### src/rtl/net_link_bridge_if.sv
// net_link_bridge_if: PP<->Net handshake plus TX/RX BRAM port-B bundle for one link direction.
interface net_link_bridge_if #(
    parameter int ADDR_W = 11,
    parameter int DATA_W = 32
);
    logic              busy_PP2Net_TX;
    logic              msg_stored;
    logic [ADDR_W-1:0] sizeTX_msg;
    logic              busy_Net2PP_TX;
    logic              busy_PP2Net_RX;
    logic              busy_Net2PP_RX;
    logic              msg_accessed;
    logic [ADDR_W-1:0] sizeRX_msg;
    logic              tx_bram_en;
    logic [ADDR_W-1:0] tx_bram_addr;
    logic [DATA_W-1:0] tx_bram_dout;
    logic              rx_bram_en;
    logic              rx_bram_we;
    logic [ADDR_W-1:0] rx_bram_addr;
    logic [DATA_W-1:0] rx_bram_din;
    logic [7:0]        drop_cnt;
    logic [3:0]        state;

    modport master (
        output busy_PP2Net_TX, msg_stored, sizeTX_msg, busy_PP2Net_RX, tx_bram_dout,
        input  busy_Net2PP_TX, busy_Net2PP_RX, msg_accessed, sizeRX_msg,
               tx_bram_en, tx_bram_addr, rx_bram_en, rx_bram_we, rx_bram_addr, rx_bram_din,
               drop_cnt, state
    );

    modport slave (
        input  busy_PP2Net_TX, msg_stored, sizeTX_msg, busy_PP2Net_RX, tx_bram_dout,
        output busy_Net2PP_TX, busy_Net2PP_RX, msg_accessed, sizeRX_msg,
               tx_bram_en, tx_bram_addr, rx_bram_en, rx_bram_we, rx_bram_addr, rx_bram_din,
               drop_cnt, state
    );
endinterface

### src/rtl/net_link_bridge.sv
// net_link_bridge: copies a message from the sender's TX BRAM into the receiver's RX BRAM and notifies it.
module net_link_bridge #(
    parameter int READ_LATENCY = 1,
    parameter int ADDR_W       = 11,
    parameter int DATA_W       = 32
) (
    input logic             clk,
    input logic             reset_high,
    net_link_bridge_if.slave bus
);
    typedef enum logic [3:0] {
        IDLE    = 4'd0,
        WAIT_RX = 4'd1,
        COPY    = 4'd2,
        DRAIN   = 4'd3,
        NOTIFY  = 4'd4
    } state_t;

    state_t            state_q, state_d;
    logic [ADDR_W-1:0] n_q, n_d, addr_q, addr_d, size_rx_q, size_rx_d;
    logic [7:0]        drop_q, drop_d;
    logic [1:0]        dcnt_q, dcnt_d;
    logic [READ_LATENCY-1:0] vld_q, vld_d;
    logic [ADDR_W-1:0] vaddr_q [READ_LATENCY];
    logic [ADDR_W-1:0] vaddr_d [READ_LATENCY];
    logic              rd, wr, accept;
    logic              unused_busy_tx;

    assign unused_busy_tx = bus.busy_PP2Net_TX;

    always_ff @(posedge clk) begin
        if (reset_high) begin
            state_q <= IDLE;
        end else begin
            state_q <= state_d;
        end
    end

    always_comb begin
        state_d = state_q;
        case (state_q)
            IDLE:    state_d = accept ? WAIT_RX : IDLE;
            WAIT_RX: state_d = bus.busy_PP2Net_RX ? WAIT_RX : COPY;
            COPY:    state_d = (addr_q == n_q - 1'b1) ? DRAIN : COPY;
            DRAIN:   state_d = (dcnt_q == 2'(READ_LATENCY - 1)) ? NOTIFY : DRAIN;
            default: state_d = IDLE;
        endcase
    end

    always_comb begin
        rd        = state_q == COPY;
        accept    = state_q == IDLE && bus.msg_stored && bus.sizeTX_msg != '0;
        n_d       = accept ? bus.sizeTX_msg : n_q;
        addr_d    = (rd && state_d == COPY) ? addr_q + 1'b1 : '0;
        dcnt_d    = state_q == DRAIN ? dcnt_q + 1'b1 : 2'd0;
        drop_d    = (bus.msg_stored && state_q != IDLE && drop_q != 8'hFF) ? drop_q + 1'b1 : drop_q;
        size_rx_d = state_d == NOTIFY ? n_q : size_rx_q;
        vld_d[0]   = rd;
        vaddr_d[0] = addr_q;
        for (int i = 1; i < READ_LATENCY; i++) begin
            vld_d[i]   = vld_q[i-1];
            vaddr_d[i] = vaddr_q[i-1];
        end
    end

    always_ff @(posedge clk) begin
        if (reset_high) begin
            n_q       <= '0;
            addr_q    <= '0;
            size_rx_q <= '0;
            drop_q    <= '0;
            dcnt_q    <= '0;
            vld_q     <= '0;
            for (int i = 0; i < READ_LATENCY; i++) vaddr_q[i] <= '0;
        end else begin
            n_q       <= n_d;
            addr_q    <= addr_d;
            size_rx_q <= size_rx_d;
            drop_q    <= drop_d;
            dcnt_q    <= dcnt_d;
            vld_q     <= vld_d;
            for (int i = 0; i < READ_LATENCY; i++) vaddr_q[i] <= vaddr_d[i];
        end
    end

    // writes trail reads by READ_LATENCY; only COPY/DRAIN may touch either BRAM
    always_comb begin
        wr                 = vld_q[READ_LATENCY-1] && (state_q == COPY || state_q == DRAIN);
        bus.busy_Net2PP_TX = state_q != IDLE;
        bus.busy_Net2PP_RX = state_q == COPY || state_q == DRAIN || state_q == NOTIFY;
        bus.msg_accessed   = state_q == NOTIFY;
        bus.sizeRX_msg     = size_rx_q;
        bus.tx_bram_en     = rd;
        bus.tx_bram_addr   = rd ? addr_q : '0;
        bus.rx_bram_en     = wr;
        bus.rx_bram_we     = wr;
        bus.rx_bram_addr   = wr ? vaddr_q[READ_LATENCY-1] : '0;
        bus.rx_bram_din    = wr ? bus.tx_bram_dout : '0;
        bus.drop_cnt       = drop_q;
        bus.state          = state_q;
    end
endmodule
### src/flat_wrapper.sv
// flat-port wrapper written by rule: the top's interface ports become plain ports
module net_link_bridge_flat 
#(
    parameter int READ_LATENCY = 1,
    parameter int ADDR_W       = 11,
    parameter int DATA_W       = 32
)
  (clk, reset_high, bus_busy_PP2Net_TX, bus_msg_stored, bus_sizeTX_msg, bus_busy_PP2Net_RX, bus_tx_bram_dout, bus_busy_Net2PP_TX, bus_busy_Net2PP_RX, bus_msg_accessed, bus_sizeRX_msg, bus_tx_bram_en, bus_tx_bram_addr, bus_rx_bram_en, bus_rx_bram_we, bus_rx_bram_addr, bus_rx_bram_din, bus_drop_cnt, bus_state);
  net_link_bridge_if #(.ADDR_W(ADDR_W), .DATA_W(DATA_W)) bus_i ();
  input logic clk;
  input logic reset_high;
  input wire logic [$bits(bus_i.busy_PP2Net_TX)-1:0] bus_busy_PP2Net_TX;
  input wire logic [$bits(bus_i.msg_stored)-1:0] bus_msg_stored;
  input wire logic [$bits(bus_i.sizeTX_msg)-1:0] bus_sizeTX_msg;
  input wire logic [$bits(bus_i.busy_PP2Net_RX)-1:0] bus_busy_PP2Net_RX;
  input wire logic [$bits(bus_i.tx_bram_dout)-1:0] bus_tx_bram_dout;
  output wire logic [$bits(bus_i.busy_Net2PP_TX)-1:0] bus_busy_Net2PP_TX;
  output wire logic [$bits(bus_i.busy_Net2PP_RX)-1:0] bus_busy_Net2PP_RX;
  output wire logic [$bits(bus_i.msg_accessed)-1:0] bus_msg_accessed;
  output wire logic [$bits(bus_i.sizeRX_msg)-1:0] bus_sizeRX_msg;
  output wire logic [$bits(bus_i.tx_bram_en)-1:0] bus_tx_bram_en;
  output wire logic [$bits(bus_i.tx_bram_addr)-1:0] bus_tx_bram_addr;
  output wire logic [$bits(bus_i.rx_bram_en)-1:0] bus_rx_bram_en;
  output wire logic [$bits(bus_i.rx_bram_we)-1:0] bus_rx_bram_we;
  output wire logic [$bits(bus_i.rx_bram_addr)-1:0] bus_rx_bram_addr;
  output wire logic [$bits(bus_i.rx_bram_din)-1:0] bus_rx_bram_din;
  output wire logic [$bits(bus_i.drop_cnt)-1:0] bus_drop_cnt;
  output wire logic [$bits(bus_i.state)-1:0] bus_state;
  assign bus_i.busy_PP2Net_TX = bus_busy_PP2Net_TX;
  assign bus_i.msg_stored = bus_msg_stored;
  assign bus_i.sizeTX_msg = bus_sizeTX_msg;
  assign bus_i.busy_PP2Net_RX = bus_busy_PP2Net_RX;
  assign bus_i.tx_bram_dout = bus_tx_bram_dout;
  assign bus_busy_Net2PP_TX = bus_i.busy_Net2PP_TX;
  assign bus_busy_Net2PP_RX = bus_i.busy_Net2PP_RX;
  assign bus_msg_accessed = bus_i.msg_accessed;
  assign bus_sizeRX_msg = bus_i.sizeRX_msg;
  assign bus_tx_bram_en = bus_i.tx_bram_en;
  assign bus_tx_bram_addr = bus_i.tx_bram_addr;
  assign bus_rx_bram_en = bus_i.rx_bram_en;
  assign bus_rx_bram_we = bus_i.rx_bram_we;
  assign bus_rx_bram_addr = bus_i.rx_bram_addr;
  assign bus_rx_bram_din = bus_i.rx_bram_din;
  assign bus_drop_cnt = bus_i.drop_cnt;
  assign bus_state = bus_i.state;
  net_link_bridge #(.READ_LATENCY(READ_LATENCY), .ADDR_W(ADDR_W), .DATA_W(DATA_W)) u_core (.clk(clk), .reset_high(reset_high), .bus(bus_i));
endmodule
### config.mk
export PLATFORM = sky130hd
export DESIGN_NAME = net_link_bridge_flat
export DESIGN_NICKNAME = d
export VERILOG_FILES = /design/src/rtl/net_link_bridge_if.sv /design/src/rtl/net_link_bridge.sv /design/src/flat_wrapper.sv
export SDC_FILE = /design/constraint.sdc
export NUM_CORES = 1
export LEC_CHECK = 0
export CAP_MARGIN = 0
export CORE_MARGIN = 2
export CORE_UTILIZATION = 42
export DETAILED_ROUTE_END_ITERATION = 8
export PLACE_DENSITY = 0.86
export SYNTH_ARGS = -nofsm -noshare
export SYNTH_HDL_FRONTEND = slang
export SYNTH_SLANG_ARGS = --single-unit
### constraint.sdc
create_clock -name clk -period 3 [get_ports clk]
set_input_delay 0.45 -clock clk [delete_from_list [all_inputs] [get_ports clk]]
set_output_delay 0.45 -clock clk [all_outputs]
set_load 0.005 [all_outputs]
==> flow_summary.ini, run 1 <==
[grt]
grt_pass1_wl_mm = 12.47
grt_pass1_vias = 2706
grt-ovfl-total = 0
grt_start_max_net_pins = 46
antenna_found_initial = 0
track_usage = 0.2090

[floorplan]
fp.dieArea_um2 = 7662
initial_utilization = 0.4337
coreArea_um2 = 6756
dieWidth_um = 87.53
row_count = 30
io_pins = 131
die_y_um = 87.53

[cts]
root_buffer = clkbuf_8
tritoncts = done
path_clk_slew_ns = 0.06
clk_latency_ns = 0.34
h-tree-depth = 3
cts_hold_buf = 0
cts.sinks = 58
cts_made_buffers = 9
cts-resized-gates = 0
clock_path_buffers = 2
cts_setup_buffers = 0

[logic_synthesis]
synth.distinct_cells = 45
ys.flop_type = dfxtp_1
syn_inst = 356
synth_area_um2 = 2930
synth_edf_count = 0
syn_nets = 408
yosysWarningCount = 0
syn_area_per_cell_um2 = 8.231
synth-seq-area-share = 0.3962
synth.ff_latch_count = 58
async_reset_ff_frac = 0

[timing]
post-route-min-period_ns = 2.571
worst_slack_ns = 0.4287
fin_skew_ns = 0.008022
max_freq_mhz = 388.9
hold_ws_ns = 0.4216
rsz0062_at_grt = false
fin_crit_sh = 0.8571
final_max_slew_viol_count = 0
worst_pin_slew_ns = 0.6901
setup_violations = 0
hold_viol = 0
setup_tns_ns = 0
max_slew_margin = 0.5357

[placement]
dp_hpwl_mm = 6.303
gp_congestion = 0.8033
port_buffers = 128
dp_cells = 544
pre_cts_slack_ns = 0.5061
placed_area_um2 = 4247

[finish]
final_nets = 527
instances_no_fill = 560
syn_to_final_growth_pct = 52.39
multiInputGateArea_um2 = 1633
layout-drive-gt1-share = 0.06042
final_core_util = 0.6609
ff_latch_area_um2 = 1161
design_area_um2 = 4466
filler_cell_count = 545
antenna_cells = 0

[critical_path]
path_max_fanout = 7
crit_chain = inv_1, ha_1, or3b_2, nor4b_1, a32o_1, nor3_1, or3_1, and3_1
cpLargestDelayFamily = simple AND/OR/NAND/NOR gates
crit_type = flip-flop to flip-flop
worst-endpoint-arrival_ns = 2.80
crit_required_ns = 3.23
endpoint_kind = flip-flop
cp_slowest_stage_delay_ns = 0.54
path_buf_inv = 1
cpMaxStageDelayCell = or3b_2
startpoint_type = flip-flop

[status]
run_status = complete, no violations

[routing]
wl_mm = 7.989
drt_pass1_iterations = 4
ant_nets = 0
drc = 0
num_vias = 2851
wl_per_cell_um = 14.27
drt_iter0_markers = 135
drt-vias-per-instance = 5.091

[run]
cap_violations = 0

[power]
peakVddDrop_v = 0.0002441
p_leak_nw = 1.663
powerDensity_nw_per_um2 = 415.8
power_mw = 1.857

[min_path]
hp-class = flip-flop to flip-flop
synthesized netlist by cell type, types with 2 or more instances:
| cell | count | area (µm²) |
|---|---|---|
| a21oi_1 | 17 | 85.08 |
| a31oi_1 | 3 | 18.77 |
| and2_1 | 56 | 350.3 |
| and3_1 | 3 | 18.77 |
| buf_2 | 2 | 10.01 |
| buf_4 | 2 | 15.01 |
| clkbuf_1 | 20 | 75.07 |
| dfxtp_1 | 58 | 1161 |
| ha_1 | 4 | 50.05 |
| inv_1 | 7 | 26.28 |
| mux2i_1 | 11 | 110.1 |
| nand2_1 | 36 | 135.1 |
| nand3_1 | 11 | 55.05 |
| nand4_1 | 3 | 18.77 |
| nor2_1 | 36 | 135.1 |
| nor2b_1 | 11 | 68.82 |
| nor3_1 | 10 | 50.05 |
| nor3b_1 | 2 | 15.01 |
| nor4_1 | 6 | 37.54 |
| nor4b_1 | 2 | 17.52 |
| or3_1 | 3 | 18.77 |
| or4_1 | 3 | 22.52 |
| xnor2_1 | 13 | 113.9 |
| xor2_1 | 16 | 140.1 |
layout by cell type, fill, tap and decap left out, types with 2 or more instances in the layout:
cell type        instances
and2_1                  56
dfxtp_1                 58
nor2_1                  36
xnor2_1                 13
or3_1                    3
buf_4                    6
nand2_1                 36
nor4b_1                  2
inv_1                    7
nor3b_1                  2
a21oi_1                 17
clkinv_2                 2
ha_1                     4
nand3_1                 11
clkdlybuf4s50_1        128
a31oi_1                  3
nor3_1                  10
nor2b_1                 11
xor2_1                  16
nor4_1                   6
bufinv_16                2
clkbuf_8                10
nand4_1                  3
mux2i_1                 11
and3_1                   3
or4_1                    3
cell type report:
type,instances,share of cell area
Multi-Input combinational cell,265,0.3656
Timing Repair Buffer,134,0.2970
Sequential cell,58,0.2600
Clock buffer,11,0.03166
Tap cell,80,0.02242
Clock inverter,5,0.01737
Inverter,7,0.005884
routing by layer:
layer  up-vias  wire length [µm]  global-route usage
met4         0               248              0.1077
met1      1294              2847              0.1991
met5         -                 0                   0
li1       1417                 -                   -
met3        22               738             0.08294
met2       118              4154              0.3850
worst paths after layout:
check	start	to	cells past startpoint	slack, ns
worst max register to register	u_core.n_q[0]	u_core.addr_q[1]	8	0.43
worst min-delay path	u_core.dcnt_q[0]	u_core.dcnt_q[0]	1	0.42
worst min register to register	u_core.dcnt_q[0]	u_core.dcnt_q[0]	1	0.42
worst max-delay path	u_core.n_q[0]	u_core.addr_q[1]	8	0.43
worst reg2reg max path: stages (launching register included):
cell and delay (ns):
dfxtp_1 0.38, inv_1 0.08, ha_1 0.25, or3b_2 0.54
nor4b_1 0.35, a32o_1 0.18, nor3_1 0.08, or3_1 0.41
and3_1 0.19
cell families after synthesis:
kind of cell	share of synthesized area
compound gates	0.07729
xor+xnor	0.08668
fa+ha+maj	0.01708
buf+inv	0.04867
flops	0.3962
mux	0.03758
other cells	0.001280
simple gates	0.3352
registers in the layout, indices dropped and copies added, names as in the netlist:
name / flops
u_core.dcnt_q: 2
u_core.addr_q: 11
u_core.bus.sizeRX_msg: 11
u_core.vld_q: 1
u_core.n_q: 11
u_core.bus.state: 3
u_core.bus.drop_cnt: 8
u_core.vaddr_q: 11
report_power, final:
group          leakage (nW)  switching, mW  internal [mW]
sequential            0.469         0.0297          0.787
combinational          1.08          0.114          0.143
clock                 0.109          0.296          0.487
total                  1.66          0.440           1.42
No activity file was read; power rests on OpenSTA's default activity.
==> inputs of run 2 (changes only) <==
Settings changed: ABC_AREA set to 1, CORE_MARGIN 2 to not set, CORE_UTILIZATION 42 to 43, REMOVE_ABC_BUFFERS set to 1.
==> run 2 against run 1 <==
- fmax grew 7.1%
- area after synthesis is 3.3% higher
- combinational power up 11%
- sequential share of layout area down 0.76 points
- first-iteration DRC count fell by 7.4%
- design area up 3.0%
- flip-flop and latch count stayed put
- cell count grew 24%
- core utilization increased by 1.6 points
- clock-buffer cell count fell by 2
- synthesized cell count increased by 32%
- sequential power is essentially flat
- critical endpoint is now bus_tx_bram_addr[0]
==> flow_summary.ini, run 2 <==
[status]
run_status = complete, no violations

[finish]
final_cell_mix = 128 x clkdlybuf4s50_1, 105 x nor2_1, 89 x inv_1
final_core_util = 0.6770
ff_latch_area_um2 = 1161
syn_to_final_growth_pct = 51.90
layout-drive-gt1-share = 0.06323
multiInputGateArea_um2 = 1444
antenna_cells = 0
filler_cell_count = 564
final_nets = 648
layout_commonest_cell = clkdlybuf4s50_1
design_area_um2 = 4599

[critical_path]
worst-endpoint-arrival_ns = 1.95
cp_slowest_stage_delay_ns = 0.54
startpoint_type = flip-flop
crit_required_ns = 2.55
path_max_fanout = 15
endpoint_kind = output port
cpMaxStageDelayCell = clkdlybuf4s50_1
crit_type = flip-flop to output port
crit_chain = inv_1, nor2_2, nand2_1, nor2_1, clkdlybuf4s50_1

[cts]
clk_latency_ns = 0.34
h-tree-depth = 3
root_buffer = clkbuf_8
cts_hold_buf = 0
cts.sinks = 58
cts_setup_buffers = 0
tritoncts = done
clock_path_buffers = 2
cts-resized-gates = 0
cts_made_buffers = 9
path_clk_slew_ns = 0.07

[logic_synthesis]
synth.distinct_cells = 29
synth_area_um2 = 3028
async_reset_ff_frac = 0
syn_inst = 469
ys.flop_type = dfxtp_1
synth_commonest_cells = 105 x nor2_1, 89 x inv_1, 78 x nand2_1
syn_area_per_cell_um2 = 6.456
synth_most_common_cell = nor2_1
synth_edf_count = 0
synth.ff_latch_count = 58
synth_top_cell_by_area = dfxtp_1
synth_top_area_share = 0.3835
synth-seq-area-share = 0.3835
yosysWarningCount = 0
synth_area_leaders = dfxtp_1 38%, nor2_1 13%, inv_1 11%

[grt]
grt-ovfl-total = 0
grt_pass1_wl_mm = 13.10
track_usage = 0.2256
grt_start_max_net_pins = 45
antenna_found_initial = 0
grt_pass1_vias = 3051

[routing]
wl_mm = 8.191
drt-vias-per-instance = 4.647
drt_iter0_markers = 125
drc = 0
num_vias = 3239
ant_nets = 0
wl_per_cell_um = 11.75
drt_pass1_iterations = 4

[timing]
post-route-min-period_ns = 2.400
rsz0062_at_grt = false
final_max_slew_viol_count = 0
setup_tns_ns = 0
hold_viol = 0
max_freq_mhz = 416.6
worst_slack_ns = 0.5997
fin_skew_ns = 0.008182
setup_violations = 0
fin_crit_sh = 0.8001

[floorplan]
row_count = 30
die_y_um = 85.92
io_pins = 131
coreArea_um2 = 6794
fp.dieArea_um2 = 7381
initial_utilization = 0.4457
dieWidth_um = 85.92

[power]
peakVddDrop_v = 0.0003503
power_mw = 1.894
p_leak_nw = 1.901
powerDensity_nw_per_um2 = 411.7

[placement]
gp_congestion = 0.8680
pre_cts_slack_ns = 0.4980
dp_hpwl_mm = 6.429
port_buffers = 128
placed_area_um2 = 4382

[min_path]
hp-class = flip-flop to flip-flop

[run]
cap_violations = 0
-- run 2: cell types whose count changed after synthesis, sizes merged, moves of 4 or more --
cell | previous run | this run
or4 | 4 | 0
nor2 | 36 | 113
xnor2 | 13 | 6
clkbuf | 21 | 9
a21oi | 17 | 25
nand3 | 11 | 31
nand2 | 36 | 79
o21ai | 1 | 18
and2 | 56 | 0
mux2i | 11 | 0
xor2 | 16 | 11
inv | 7 | 92
nor2b | 11 | 0
-- run 2: kinds of logic (layout without fill, tap and decap cells) --
logic type      after synthesis  after routing  synth area share
other cells                   1              1          0.001238
flops                        58             58            0.3835
xor+xnor                     17             17           0.04917
fa+ha+maj                     4              4           0.01653
compound gates               44             44           0.07314
simple gates                237            237            0.3368
buf+inv                     108            240            0.1397
-- run 2: final timing paths --
kind,from,endpoint,slack (ns),depth (start not counted)
worst max-delay path,u_core.bus.state[1],bus_tx_bram_addr[0],0.60,5
worst min-delay path,u_core.dcnt_q[0],u_core.dcnt_q[0],0.42,1
worst max register to register,u_core.n_q[0],u_core.addr_q[8],1.08,14
worst min register to register,u_core.dcnt_q[0],u_core.dcnt_q[0],0.42,1
-- run 2: cell type report --
class,instances,share of cell area
Multi-Input combinational cell,303,0.3139
Timing Repair Buffer,132,0.2851
Sequential cell,58,0.2524
Inverter,92,0.07508
Clock buffer,9,0.02693
Tap cell,96,0.02612
Clock inverter,7,0.02040
-- run 2: routing by layer --
metal	share of wire	GRT usage	vias to the layer above	wire length, µm
met5	0	0	-	0
met3	0.089	0.06256	22	731
li1	-	-	1663	-
met4	0.031	0.1303	0	252
met2	0.48	0.4149	130	3962
met1	0.40	0.2269	1424	3245
-- run 2: worst max-delay path, delay by kind of cell, from the launching register on --
kind | cells | cell delay [ns]
AND/OR/NAND/NOR | 3 | 0.65
buffers and inverters | 2 | 0.63
flip-flops | 1 | 0.34
-- run 2: power breakdown --
part / switching, mW / internal, mW
Clock: 0.329 / 0.465
Combinational: 0.150 / 0.134
Sequential: 0.0245 / 0.791
Total: 0.503 / 1.39
-- run 2: per-stage QoR --
step                      instances  hold WS [ns]
after global routing            697        0.4398
after CTS                       697        0.4240
after detailed placement        681        0.4148
after global placement          681        0.3997
after floorplan                 453        0.3921
final                           697        0.4226
==> inputs of run 3 (changes only) <==
Clock period 3 ns to 2.46 ns, I/O delays scaled along.
==> run 3 against run 2 <==
- clock power increased by 30%
- critical endpoint is now bus_rx_bram_din[8]
- worst hold slack got worse by 0.0081 ns
- clock-buffer cell count up 3
- global-route usage down 0.25 points
- largest cell class unchanged
- combinational power up 23%
- setup slack lost 0.43 ns
- largest power group is now clock
- first-iteration DRC count down 4.0%
==> flow_summary.ini, run 3 (same netlist as run 2, synthesis figures left out) <==
[critical_path]
crit_end = bus_rx_bram_din[8]
worst-endpoint-arrival_ns = 1.92
path_buf_inv = 3
r2r_cells = 14
r2r_slack_ns = 0.55
reg2reg_to = u_core.addr_q[8]
cpLargestDelayFamily = buffers and inverters
cpMaxStageDelayCell = clkdlybuf4s50_1
crit_required_ns = 2.09
crit_type = flip-flop to output port
cp_slowest_stage_delay_ns = 0.52
startpoint_type = flip-flop
crit_path_start = u_core.bus.state[1]
path_max_fanout = 44
timing.rr.start = u_core.n_q[0]
crit_chain = inv_1, nor2_2, nand2_1, buf_4, nor2_1, clkdlybuf4s50_1
cp.depth = 6
endpoint_kind = output port

[finish]
final_nets = 649
syn_to_final_growth_pct = 52.89
antenna_cells = 0
final_cell_mix = 128 x clkdlybuf4s50_1, 105 x nor2_1, 89 x inv_1
design_area_um2 = 4629
layout_commonest_cell = clkdlybuf4s50_1
layout-drive-gt1-share = 0.06645

[cts]
path_clk_slew_ns = 0.06
tritoncts = done
cts.sinks = 58
root_buffer = clkbuf_8
h-tree-depth = 3
clock_path_buffers = 2
cts_made_buffers = 9
cts_setup_buffers = 0
clk_latency_ns = 0.34
cts_hold_buf = 0

[routing]
drt-vias-per-instance = 4.643
wl_mm = 8.092
drt_iter0_markers = 120
drt_pass1_iterations = 4
drc = 0
wl_per_cell_um = 11.59
num_vias = 3241
ant_nets = 0

[timing]
final_max_slew_viol_count = 0
hold_viol = 0
fin_skew_ns = 0.007792
setup_violations = 0
fin_crit_sh = 0.9310
max_freq_mhz = 436.6
post-route-min-period_ns = 2.290
rsz0062_at_grt = false
setup_tns_ns = 0
worst_slack_ns = 0.1697

[placement]
port_buffers = 128
dp_hpwl_mm = 6.206
placed_area_um2 = 4389
pre_cts_slack_ns = 0.3253
gp_congestion = 0.8653

[power]
powerDensity_nw_per_um2 = 511.6
p_leak_nw = 1.920
peakVddDrop_v = 0.0003438

[grt]
grt_pass1_vias = 2991
antenna_found_initial = 0
grt_pass1_wl_mm = 12.96
track_usage = 0.2230
grt_start_max_net_pins = 45
grt-ovfl-total = 0

[floorplan]
fp.dieArea_um2 = 7381
row_count = 30
coreArea_um2 = 6794
dieWidth_um = 85.92
die_y_um = 85.92
io_pins = 131
initial_utilization = 0.4457

[status]
run_status = complete, no violations

[run]
cap_violations = 0

[min_path]
hp-class = flip-flop to flip-flop
hp-start = u_core.dcnt_q[0]
[run 3: changes by cell type in the layout (fill, tap and decap cells not counted)]
cell / change
nand2_1: -1
buf_4: +1
clkbuf_8: +3
nand2_2: +1
clkinv_4: -1
clkinvlp_4: -1
clkinv_2: -1
[run 3: what timing repair did]
item / in CTS / in global routing
resized for setup: 0 / 1
setup endpoints to repair: 0 / 8
hold endpoints to repair: 0 / 0
[run 3: through the flow]
| stage | util | hold WS [ns] | cells | power (mW) |
|---|---|---|---|---|
| after global placement | 0.6460 | 0.3989 | 682 | 1.348 |
| after floorplan | - | 0.3921 | 453 | 1.201 |
| final | 0.6814 | 0.4145 | 698 | 2.368 |
| after detailed placement | 0.6460 | 0.4122 | 682 | 1.357 |
| after global routing | 0.6814 | 0.4444 | 698 | 2.471 |
| after CTS | 0.6810 | 0.4202 | 698 | 2.381 |
[run 3: area by class of cell]
class / instances / area [µm²]
Multi-Input combinational cell: 303 / 1446
Sequential cell: 58 / 1161
Tap cell: 96 / 120.1
Fill cell: 567 / 2165
Timing Repair Buffer: 133 / 1319
Clock buffer: 12 / 165.2
Inverter: 92 / 345.3
Clock inverter: 4 / 72.57
[run 3: worst min-delay path by stage]
| stage | to | cells after the start |
|---|---|---|
| finish | u_core.dcnt_q[0] | 1 |
| global route | u_core.dcnt_q[0] | 1 |
| CTS | u_core.dcnt_q[0] | 1 |
| detailed placement | u_core.dcnt_q[0] | 1 |
| global placement | u_core.dcnt_q[0] | 1 |
| floorplan | u_core.dcnt_q[0] | 1 |
[run 3: per-layer routing]
metal | global-route usage | part of all wire | vias up | wire length [µm]
li1 | - | - | 1664 | -
met1 | 0.2373 | 0.41 | 1437 | 3327
met2 | 0.3947 | 0.48 | 127 | 3887
met3 | 0.05967 | 0.086 | 13 | 699
met4 | 0.1318 | 0.022 | 0 | 178
met5 | 0 | 0 | - | 0
[run 3: report_power, final]
group | switching (mW) | internal (mW) | total, mW
registers | 0.0276 | 0.965 | 0.993
clock network | 0.377 | 0.651 | 1.03
logic | 0.182 | 0.166 | 0.348
